**src/rtl/jtframe_sdram_arb_pkg.sv**
```systemverilog
// jtframe_sdram_arb_pkg: shared types and helpers for the SDRAM ROM arbiter
package jtframe_sdram_arb_pkg;
  typedef enum logic [1:0] {IDLE, WAIT_ACK, WAIT_DATA} state_t;
  function automatic int clog2(input int n);
    int w;
    w = 0;
    while ((1 << w) < n) w++;
    return w;
  endfunction
endpackage

```
**src/rtl/jtframe_sdram_arb_if.sv**
```systemverilog
// jtframe_sdram_arb_if: game-side SDRAM read port
//   sdram_req/sdram_addr: request from arbiter, sdram_ack: request accepted pulse
//   data_read/data_rdy: read data and its one-cycle valid pulse
interface jtframe_sdram_arb_if #(parameter int AW = 22, parameter int DW = 32);
  logic          sdram_req;
  logic [AW-1:0] sdram_addr;
  logic          sdram_ack;
  logic [DW-1:0] data_read;
  logic          data_rdy;
  modport master(output sdram_req, sdram_addr, input sdram_ack, data_read, data_rdy);
  modport slave(input sdram_req, sdram_addr, output sdram_ack, data_read, data_rdy);
endinterface

```
**src/rtl/jtframe_sdram_arb_rr_pick.sv**
```systemverilog
// jtframe_rr_pick: combinational round-robin picker
//   req: request vector, last: previous grant, gnt: next grant, any: some request set
module jtframe_rr_pick
  import jtframe_sdram_arb_pkg::*;
#(
  parameter int N  = 4,
  parameter int IW = clog2(N)
) (
  input  logic [N-1:0]  req,
  input  logic [IW-1:0] last,
  output logic [IW-1:0] gnt,
  output logic          any
);
  logic [IW-1:0] j;
  // scanning from farthest to nearest leaves the nearest set request after last
  always_comb begin
    gnt = last;
    j = last;
    for (int k = N; k >= 1; k--) begin
      j = IW'((int'(last) + k) % N);
      if (req[j]) gnt = j;
    end
  end
  assign any = |req;
endmodule

```
**src/rtl/jtframe_sdram_arb.sv**
```systemverilog
// jtframe_sdram_arb: shares one SDRAM read port among N cached ROM clients
//   client_cs/client_addr: per-client level requests, client_dout/client_ok: cached word and hit
//   downloading/loop_rst: flush and block grants, refresh_en: SDRAM refresh allowed
//   sdram: read port towards the SDRAM controller
module jtframe_sdram_arb
  import jtframe_sdram_arb_pkg::*;
#(
  parameter int N  = 4,
  parameter int AW = 22,
  parameter int DW = 32
) (
  input  logic            clk,
  input  logic            rst_n,
  input  logic            downloading,
  input  logic            loop_rst,
  input  logic [N-1:0]    client_cs,
  input  logic [N*AW-1:0] client_addr,
  output logic [N*DW-1:0] client_dout,
  output logic [N-1:0]    client_ok,
  output logic            refresh_en,
  jtframe_sdram_arb_if.master sdram
);
  localparam int IW = clog2(N);
  state_t state, state_nx;
  logic [IW-1:0] gnt_idx, rr_last, pick;
  logic [AW-1:0] gnt_addr;
  logic [N-1:0]  hit, miss;
  logic          any, grant, fill;
  assign miss      = client_cs & ~hit;
  assign client_ok = client_cs & hit;
  jtframe_rr_pick #(.N(N), .IW(IW)) u_pick (.req(miss), .last(rr_last), .gnt(pick), .any(any));
  assign grant = state == IDLE && any && !downloading && !loop_rst;
  // ack and data may land together, so WAIT_ACK can complete directly
  assign fill = !loop_rst && sdram.data_rdy &&
                (state == WAIT_DATA || (state == WAIT_ACK && sdram.sdram_ack));
  always_ff @(posedge clk or negedge rst_n)
    if (!rst_n) state <= IDLE;
    else state <= state_nx;
  always_comb begin
    state_nx = loop_rst ? IDLE :
               grant    ? WAIT_ACK :
               fill     ? IDLE :
               (state == WAIT_ACK && sdram.sdram_ack) ? WAIT_DATA : state;
  end
  always_comb begin
    sdram.sdram_req  = state == WAIT_ACK;
    sdram.sdram_addr = gnt_addr;
    refresh_en       = downloading || (state == IDLE && !(|miss));
  end
  always_ff @(posedge clk or negedge rst_n)
    if (!rst_n) begin
      gnt_idx  <= '0;
      gnt_addr <= '0;
      rr_last  <= IW'(N - 1);
    end else if (grant) begin
      gnt_idx  <= pick;
      gnt_addr <= client_addr[int'(pick)*AW +: AW];
      rr_last  <= pick;
    end
  for (genvar i = 0; i < N; i++) begin : g_slot
    logic          valid;
    logic [AW-1:0] tag;
    logic [DW-1:0] data;
    logic          mine;
    assign mine = fill && gnt_idx == IW'(i);
    // fills during download still land but valid stays low, discarding them
    always_ff @(posedge clk or negedge rst_n)
      if (!rst_n) begin
        valid <= 1'b0;
        tag   <= '0;
        data  <= '0;
      end else begin
        if (mine) begin
          tag  <= gnt_addr;
          data <= sdram.data_read;
        end
        valid <= (loop_rst || downloading) ? 1'b0 : mine ? 1'b1 : valid;
      end
    assign hit[i] = valid && tag == client_addr[i*AW +: AW];
    assign client_dout[i*DW +: DW] = data;
  end
endmodule

```
**src/flat_wrapper.sv**
```systemverilog
// flat-port wrapper written by rule: the top's interface ports become plain ports
module jtframe_sdram_arb_flat import jtframe_sdram_arb_pkg::*;
#(
  parameter int N  = 4,
  parameter int AW = 22,
  parameter int DW = 32
)
  (clk, rst_n, downloading, loop_rst, client_cs, client_addr, client_dout, client_ok, refresh_en, sdram_sdram_req, sdram_sdram_addr, sdram_sdram_ack, sdram_data_read, sdram_data_rdy);
  jtframe_sdram_arb_if #(.AW(AW), .DW(DW)) sdram_i ();
  input  logic clk;
  input  logic rst_n;
  input  logic downloading;
  input  logic loop_rst;
  input  logic [N-1:0] client_cs;
  input  logic [N*AW-1:0] client_addr;
  output logic [N*DW-1:0] client_dout;
  output logic [N-1:0] client_ok;
  output logic refresh_en;
  output wire logic [$bits(sdram_i.sdram_req)-1:0] sdram_sdram_req;
  output wire logic [$bits(sdram_i.sdram_addr)-1:0] sdram_sdram_addr;
  input wire logic [$bits(sdram_i.sdram_ack)-1:0] sdram_sdram_ack;
  input wire logic [$bits(sdram_i.data_read)-1:0] sdram_data_read;
  input wire logic [$bits(sdram_i.data_rdy)-1:0] sdram_data_rdy;
  assign sdram_sdram_req = sdram_i.sdram_req;
  assign sdram_sdram_addr = sdram_i.sdram_addr;
  assign sdram_i.sdram_ack = sdram_sdram_ack;
  assign sdram_i.data_read = sdram_data_read;
  assign sdram_i.data_rdy = sdram_data_rdy;
  jtframe_sdram_arb #(.N(N), .AW(AW), .DW(DW)) u_core (.clk(clk), .rst_n(rst_n), .downloading(downloading), .loop_rst(loop_rst), .client_cs(client_cs), .client_addr(client_addr), .client_dout(client_dout), .client_ok(client_ok), .refresh_en(refresh_en), .sdram(sdram_i));
endmodule
```
**config.mk**
```make
export PLATFORM = sky130hd
export DESIGN_NAME = jtframe_sdram_arb_flat
export DESIGN_NICKNAME = d
export VERILOG_FILES = /design/src/rtl/jtframe_sdram_arb_pkg.sv /design/src/rtl/jtframe_sdram_arb_if.sv /design/src/rtl/jtframe_sdram_arb_rr_pick.sv /design/src/rtl/jtframe_sdram_arb.sv /design/src/flat_wrapper.sv
export SDC_FILE = /design/constraint.sdc
export NUM_CORES = 1
export LEC_CHECK = 0
export ABC_AREA = 1
export BUFFER_PORTS_ARGS = -buffer_cell sky130_fd_sc_hd__buf_2
export CAP_MARGIN = 25
export CORE_AREA = 2 2 159 161
export DETAILED_ROUTE_END_ITERATION = 8
export DIE_AREA = 0 0 161 163
export PLACE_DENSITY = 0.76
export RECOVER_POWER = 50
export SYNTH_ARGS = -nofsm -noshare
export SYNTH_HDL_FRONTEND = slang
export SYNTH_SLANG_ARGS = --single-unit
```
**constraint.sdc**
```tcl
create_clock -name clk -period 2.3 [get_ports clk]
set_clock_uncertainty 0.1 [all_clocks]
set_input_delay 0.23 -clock clk [delete_from_list [all_inputs] [get_ports clk]]
set_output_delay 0.23 -clock clk [all_outputs]
set_load 0.05 [all_outputs]
```
==> metrics, run 1 <==
result of the run finished with violations; failing checks setup timing; WL met3 4.83 mm; CP Buf/Inv Count 3; # DRC 0; vias in the first global route 12100; mapped cell area 11900 um^2; CP required 1970 ps; Post-synth EDFFs 0; MaxCap Viol Count 0; total number of vias 12600; placed insts 2230; total global-route track usage 0.323; Post-Syn Area per Cell 7.49 um^2; Core Util, Final 0.682; total congestion overflow 0; warnings from Yosys 0; Die ar. 26200 um^2; starting density of the core 0.482; DR top layer met5; Yosys cell types 29; Die Ht 163 um; area delta synth->final 41.6%; Via density 5.33; crit path kind reg -> out; top-area cell type share of the netlist area 0.518; Hold Crit Depth 7; Synth area leaders dfrtp_1 (52%), nand2_1 (21%), o21ai_0 (9.6%); FF+latch count, synth 248; Top delay family on crit path simple AND/OR/NAND/NOR gates; antenna violations before repair 5; sequential power share 0.274; core box area 24700 um^2; Rows 58; PnR worst setup slack -592 ps; RR Endpoint u_core.sdram.sdram_addr[19]; routability cong. 1.01; first-pass GRT wire length 65.7 mm; Filler Cells Inserted 1972; Detail Route Antenna Nets 0; Starting DRT DRC Count 1211; final instance area 16800 um^2; Min-Delay Path Class in -> reg; net count after synthesis 1717; Crit. End Element output pin; Worst Path Max Fanout 3; crit path time final 2890 ps; routed wire length per instance 18.8 um; Pwr Density 1540 nW/um^2; Final #Nets 2141; cell accounting for the most synthesized area dfrtp_1; switching fraction of total power 0.500; combinational group share of total power 0.556; largest net degree at the start of global routing 82; H-Tree Depth 1; worst flop-to-flop path startpoint u_core.g_slot[3].tag[12]; final setup vio count 32; ys flop type dfrtp_1; arrival time worst endpoint 2560 ps; critical path's slowest cell dfrtp_1; critical path, cell by cell inv_1 > nand2_1 > nand2_1 > nor2_1 > nand2_1 > nor2_2 > nand3_4 > nand2_2 > nand2_2 > a221oi_4 > buf_4 > a31o_4 > buf_12; final wirelength 44.4 mm; post-DP HPWL 27.6 mm; sequential-to-total area share from yosys stat 0.522; CTS buffer count 27; endpoints failing hold 0; Post-synth top cells nand2_1 (656), dfrtp_1 (246), o21ai_0 (227); CTS root buf clkbuf_16; Initial DRT Pass Iterations 6; Hold Path Origin client_addr[84]; Slew Limit Headroom 0.187; Reg clk slew, reported paths 70 ps; DRT met1 WL 16.3 mm; Post-synth ARST share 1.00; crit share post-route 1.26; CP peak stage delay 370 ps; startpoint types register; count leader, synth nand2_1; Slew @ Worst Pin 1220 ps; DP Area 14400 um^2; Worst Reg-to-Reg Cells 23; I/O pin total 286; Clk pwr share 0.170; Hold Path End u_core.sdram.sdram_addr[18]; clock latency on the worst-skew pair 540 ps; fraction of layout cells with a size suffix above 1 0.268; worst-case clock buffer depth 3; cell repeated most along the worst path nand2_1; clock sink count 248; Leakage 8.95 nW; RSZ-0062 raised after global routing true; CTS tree built; Power Total 25.9 mW; switching pwr 12.9 mW; Non-Filler Instances 2364; R2R setup slack -540 ps; f_max 346 MHz; Peak supply drop 1.18 mV; Gate Count Post-Synth 1587; max-slew violations 0; Placement Setup Slack -352 ps; Routed met2 length 20.3 mm; IO Port Bufs 285; DIE WIDTH 161 um; internal power 13.0 mW
logic make-up after synthesis:
kind of cell | count (synthesis) | synth area share
flops | 248 | 0.522
buf+inv | 266 | 0.0900
compound gates | 247 | 0.105
simple gates | 815 | 0.275
xor+xnor | 11 | 0.00810
power by group through the flow:
stage	sequential, mW	combinational (mW)	clock [mW]
final	7.10	14.4	4.40
after detailed placement	7.02	11.2	0
after floorplan	10.2	4.74	0
after global placement	6.98	11.0	0
after global routing	7.25	15.2	4.63
after CTS	7.01	13.4	4.44
worst max-delay path by stage:
stage / startpoint / endpoint / cells after the start
after floorplan: u_core.state[1] / u_core.g_slot[0].data[26] / 9
after global placement: u_core.g_slot[2].tag[8] / u_core.sdram.sdram_addr[11] / 14
after detailed placement: client_addr[10] / u_core.sdram.sdram_addr[14] / 19
after CTS: u_core.g_slot[2].tag[8] / refresh_en / 10
after global routing: u_core.g_slot[2].tag[0] / refresh_en / 13
final: u_core.g_slot[2].tag[0] / refresh_en / 13
layer usage:
layer | vias up | global-route usage
met3 | 231 | 0.0805
met5 | - | 0
met2 | 819 | 0.525
li1 | 5731 | -
met4 | 6 | 0.172
met1 | 5823 | 0.401
timing repair:
item                                   CTS  global route
setup endpoints to repair               32            32
gates cloned                            15             2
resized for setup                       87           101
pin swaps                               14            92
hold buffers                            36             0
endpoints found under the hold margin  375             0
buffers inserted                        21            13
worst reg2reg max path, stage by stage, from the launching register on:
cell and delay, ps:
dfrtp_1 400, inv_1 70, nand2_1 100, nand2_2 90, nor2_2 120, nand2_1 80, nor2_1 130, nand3_2 150
buf_6 160, nand3_2 60, nand2_2 60, nand2_1 100, nand2_1 70, inv_2 100, nand3_4 120, buf_12 170
buf_12 140, buf_16 150, nand3_1 90, nand2_1 50, nand2_1 50, nand2_1 50, nand2_1 60, nand2_1 50
layout by cell type, fill, tap and decap left out, drive strengths merged, types with 4 or more instances in the layout:
cell	instances
a21oi	5
dlygate4sd3	36
inv	202
clkinv	4
dfrtp	246
buf	352
clkbuf	99
nand3	68
xnor2	10
nor2	84
o21ai	239
nand2	668
clkinvlp	7
metrics by stage:
step,hold WS (ps),TNS [ps]
finish,32.0,-13680
global route,62.6,-17650
CTS,3.18,-8260
detailed placement,62.7,-8570
global placement,58.1,-7510
floorplan,-166,0
sequential cells by signal, summed over array words and instances, names as in the netlist:
signal,cells
u_core.g_slot.tag,88
u_core.g_slot.data,128
u_core.state,2
u_core.gnt_idx,2
u_core.sdram.sdram_addr,22
u_core.g_slot.valid,4
u_core.rr_last,2
layout make-up:
type,instances,area [um^2],area share
flip-flops and latches,248,6210,0.369
multi-input cells,1080,5300,0.315
repair buffers,454,3270,0.194
inverters,200,753,0.0447
clock buffers,35,736,0.0437
well taps,330,413,0.0245
clock inverters,15,156,0.00929
diodes,2,5.00,0.000297
(Power assumes the default switching activity.)
==> run 2: changes to the inputs <==
--- a/config.mk
+++ b/config.mk
@@ -8,11 +8,12 @@
 export ABC_AREA = 1
 export BUFFER_PORTS_ARGS = -buffer_cell sky130_fd_sc_hd__buf_2
 export CAP_MARGIN = 25
-export CORE_AREA = 2 2 159 161
+export CORE_AREA = 2 2 158 160
 export DETAILED_ROUTE_END_ITERATION = 8
-export DIE_AREA = 0 0 161 163
-export PLACE_DENSITY = 0.76
+export DIE_AREA = 0 0 160 162
+export PLACE_DENSITY = 0.75
 export RECOVER_POWER = 50
 export SYNTH_ARGS = -nofsm -noshare
 export SYNTH_HDL_FRONTEND = slang
+export SYNTH_HIERARCHICAL = 1
 export SYNTH_SLANG_ARGS = --single-unit
==> metrics, run 2 <==
top-area cell type share of the netlist area 0.539 (+0.0210); Hold Path Origin client_addr[16]; DIE WIDTH 160 um (-0.62%); core box area 24100 um^2 (-2.3%); Hold Path End u_core/sdram.sdram_addr[16]; CTS tree built; Starting DRT DRC Count 951 (-21%); fraction of layout cells with a size suffix above 1 0.270 (+0.00247); max reg flops 128 (unchanged); H-Tree Depth 1 (unchanged); CP peak stage delay 430 ps (+60 ps); routed wire length per instance 17.4 um (-7.6%); critical path, cell by cell nand2_1 > o21ai_0 > nor2_1 > nand2_1 > nor2_2 > nand3_2 > nand2_2 > inv_2 > inv_2 > nand2_1 > nand3_2 > nand2_1 > inv_1 > nand2_2 > nand2_2 > nand2_4 > nand2_8 > clkinv_8 > buf_12 > o21ai_2 > a21oi_1 > o31ai_1; PnR worst setup slack -528 ps (+63.4 ps); Die ar. 25900 um^2 (-1.2%); placed insts 2054 (-7.9%); # DRC 0 (unchanged); MaxCap Viol Count 1 (+1); sequential-to-total area share from yosys stat 0.543 (+0.0211); startpoint types register; Post-synth ARST share 1.00 (unchanged); arrival time worst endpoint 3160 ps (+600 ps); WHS -7.20 ps (-39.2 ps); CP Buf/Inv Count 5 (+2); ys flop type dfrtp_1; Die Ht 162 um (-0.61%); Worst Path Max Fanout 6 (+3); Post-synth EDFFs 0 (unchanged); Worst Reg-to-Reg Cells 22 (-4.3%); total congestion overflow 0 (unchanged); mapped cell area 11400 um^2 (-3.9%); Reg clk slew, reported paths 60 ps (about the same); Leakage 8.20 nW (-8.4%); Synth area leaders dfrtp_1 (54%), nand2_1 (14%), o21ai_0 (11%); RSZ-0062 raised after global routing true; warnings from Yosys 6 (+6); setup tns final -12220 ps (+1460 ps); starting density of the core 0.474 (-0.00785); total global-route track usage 0.280 (-0.0438); max-slew violations 66 (+66); clock sink count 248 (unchanged); Rows 57 (-1.7%); Slew @ Worst Pin 1700 ps (+480 ps); count leader, synth nand2_1; CTS root buf clkbuf_16; CTS buffer count 27 (unchanged); switching pwr 11.5 mW (-11%); Post-synth top cells nand2_1 (435), o21ai_0 (250), dfrtp_1 (246); Crit. End Element register; Slew Limit Headroom -0.133 (-0.320); CP required 2630 ps (+660 ps); Non-Filler Instances 2184 (-7.6%); antenna violations before repair 2 (-3); Final #Nets 1967 (-8.1%); I/O pin total 286 (unchanged); Yosys cell types 31 (+6.9%); largest net degree at the start of global routing 80 (-2.4%); failing checks hold timing, capacitance limit, slew limit, setup timing; internal power 13.1 mW (+1.2%); total number of vias 11300 (-10%); crit share post-route 1.23 (-0.0276); Clk pwr share 0.212 (+0.042); clock latency on the worst-skew pair 550 ps (about the same); Post-Syn Area per Cell 7.99 um^2 (+6.7%); net count after synthesis 1560 (-9.1%); endpoints failing hold 1 (+1); cell accounting for the most synthesized area dfrtp_1; sequential power share 0.287 (+0.013); Top delay family on crit path simple AND/OR/NAND/NOR gates; Peak supply drop 1.21 mV (+2.9%); IO Port Bufs 285 (unchanged); f_max 354 MHz (+2.2%); worst-case clock buffer depth 3 (unchanged); Min-Delay Path Class in -> reg; final wirelength 37.9 mm (-15%); R2R setup slack -530 ps (about the same); Pwr Density 1540 nW/um^2 (about the same); routability cong. 0.892 (-12%); vias in the first global route 11100 (-7.6%); Detail Route Antenna Nets 0 (unchanged); Via density 5.18 (-2.8%); post-DP HPWL 25.1 mm (-9.0%); leading cell type in the layout, fill and taps excluded nand2_1; FF+latch count, synth 248 (unchanged); Gate Count Post-Synth 1430 (-9.9%); most frequent cells in the layout nand2_1 (410), dfrtp_1 (246), buf_2 (217); cell repeated most along the worst path nand2_1; result of the run finished with violations; Hold Crit Depth 5 (-2); Power Total 24.6 mW (-5.0%); RR Endpoint u_core/sdram.sdram_addr[0]; switching fraction of total power 0.467 (-0.0328); first-pass GRT wire length 57.7 mm (-12%); crit path time final 2830 ps (-63.4 ps); critical path's slowest cell dfrtp_1; worst flop-to-flop path startpoint u_core/g_slot[3].tag[16]; final setup vio count 31 (-3.1%); area delta synth->final 40.1%; crit path kind reg -> reg; Top reg by flops u_core/g_slot.data; Filler Cells Inserted 1943 (-1.5%); combinational group share of total power 0.501 (-0.055); Initial DRT Pass Iterations 8 (+2)
run 2: cell types whose count changed after synthesis, sizes merged, moves of 5 or more:
cell	change
nand2	-219
a21oi	+29
o21ai	+53
inv	-11
o211ai	+8
xor2	+9
nand3	-28
buf	-8
clkbuf	+5
run 2: worst min-delay path: cells and delay by family:
family                 cells  cell delay (ps)
buffers and inverters      2              180
AOI/OAI and AO/OA          2              110
and+or+nand+nor            1               50
run 2: final cells by class:
| type | instances | area [um^2] | area share |
|---|---|---|---|
| Inverter | 190 | 737 | 0.0460 |
| Clock buffer | 32 | 724 | 0.0453 |
| Multi-Input combinational cell | 929 | 4610 | 0.288 |
| Tap cell | 324 | 405 | 0.0253 |
| Sequential cell | 248 | 6210 | 0.388 |
| Antenna cell | 2 | 5.00 | 0.000313 |
| Clock inverter | 18 | 354 | 0.0221 |
| Timing Repair Buffer | 441 | 2960 | 0.185 |
run 2: worst max path at each step:
| stage | from | endpoint | slack, ps | depth (start not counted) |
|---|---|---|---|---|
| floorplan | u_core/g_slot[1].tag[11] | u_core/sdram.sdram_addr[16] | -20 | 22 |
| global placement | u_core/g_slot[1].tag[16] | u_core/sdram.sdram_addr[12] | -610 | 23 |
| detailed placement | u_core/g_slot[3].tag[0] | u_core/sdram.sdram_addr[12] | -640 | 23 |
| CTS | u_core/g_slot[3].tag[17] | u_core/sdram.sdram_addr[0] | -400 | 22 |
| global route | u_core/g_slot[3].tag[16] | u_core/sdram.sdram_addr[11] | -630 | 21 |
| finish | u_core/g_slot[3].tag[16] | u_core/sdram.sdram_addr[0] | -530 | 22 |
run 2: logic make-up (layout without fill, tap and decap cells):
family	Yosys count	in the layout	share of synthesized area
buffers and inverters	253	681	0.0895
other	0	2	0
xor gates and xnor gates	18	18	0.0138
AOI/OAI and AO/OA	341	341	0.155
and+or+nand+nor	570	570	0.198
DFF	248	248	0.543
run 2: power by group through the flow:
| stage | clock [mW] | sequential (mW) | combinational (mW) |
|---|---|---|---|
| 2_1_floorplan | 0 | 10.5 | 3.72 |
| 3_3_place_gp | 0 | 6.99 | 10.1 |
| 3_5_place_dp | 0 | 7.02 | 10.3 |
| 4_1_cts | 5.29 | 7.01 | 10.9 |
| 5_1_grt | 5.47 | 7.24 | 13.1 |
| 6_report | 5.21 | 7.06 | 12.3 |
run 2: timing repair:
| item | 4_1_cts | 5_1_grt |
|---|---|---|
| setup buffers | 5 | 12 |
| hold buffers | 55 | 1 |
| cloned | 0 | 5 |
| hold endpoints to repair | 240 | 1 |
| gates resized for setup | 87 | 113 |
| pin swaps | 25 | 36 |
| setup endpoints to repair | 32 | 32 |
run 2: through the flow:
stage	util	setup WS, ps	area (um^2)
floorplan	-	-20.2	11500
global placement	0.569	-613	13700
detailed placement	0.569	-639	13700
CTS	0.647	-399	15600
global route	0.664	-630	16000
finish	0.664	-528	16000
run 2: routing by layer:
metal  track usage  up-vias  share of wire
met2         0.468      619           0.47
met1         0.342     5264           0.37
met4         0.136        0          0.053
li1              -     5314              -
met5             0        -              0
met3        0.0684      123           0.10
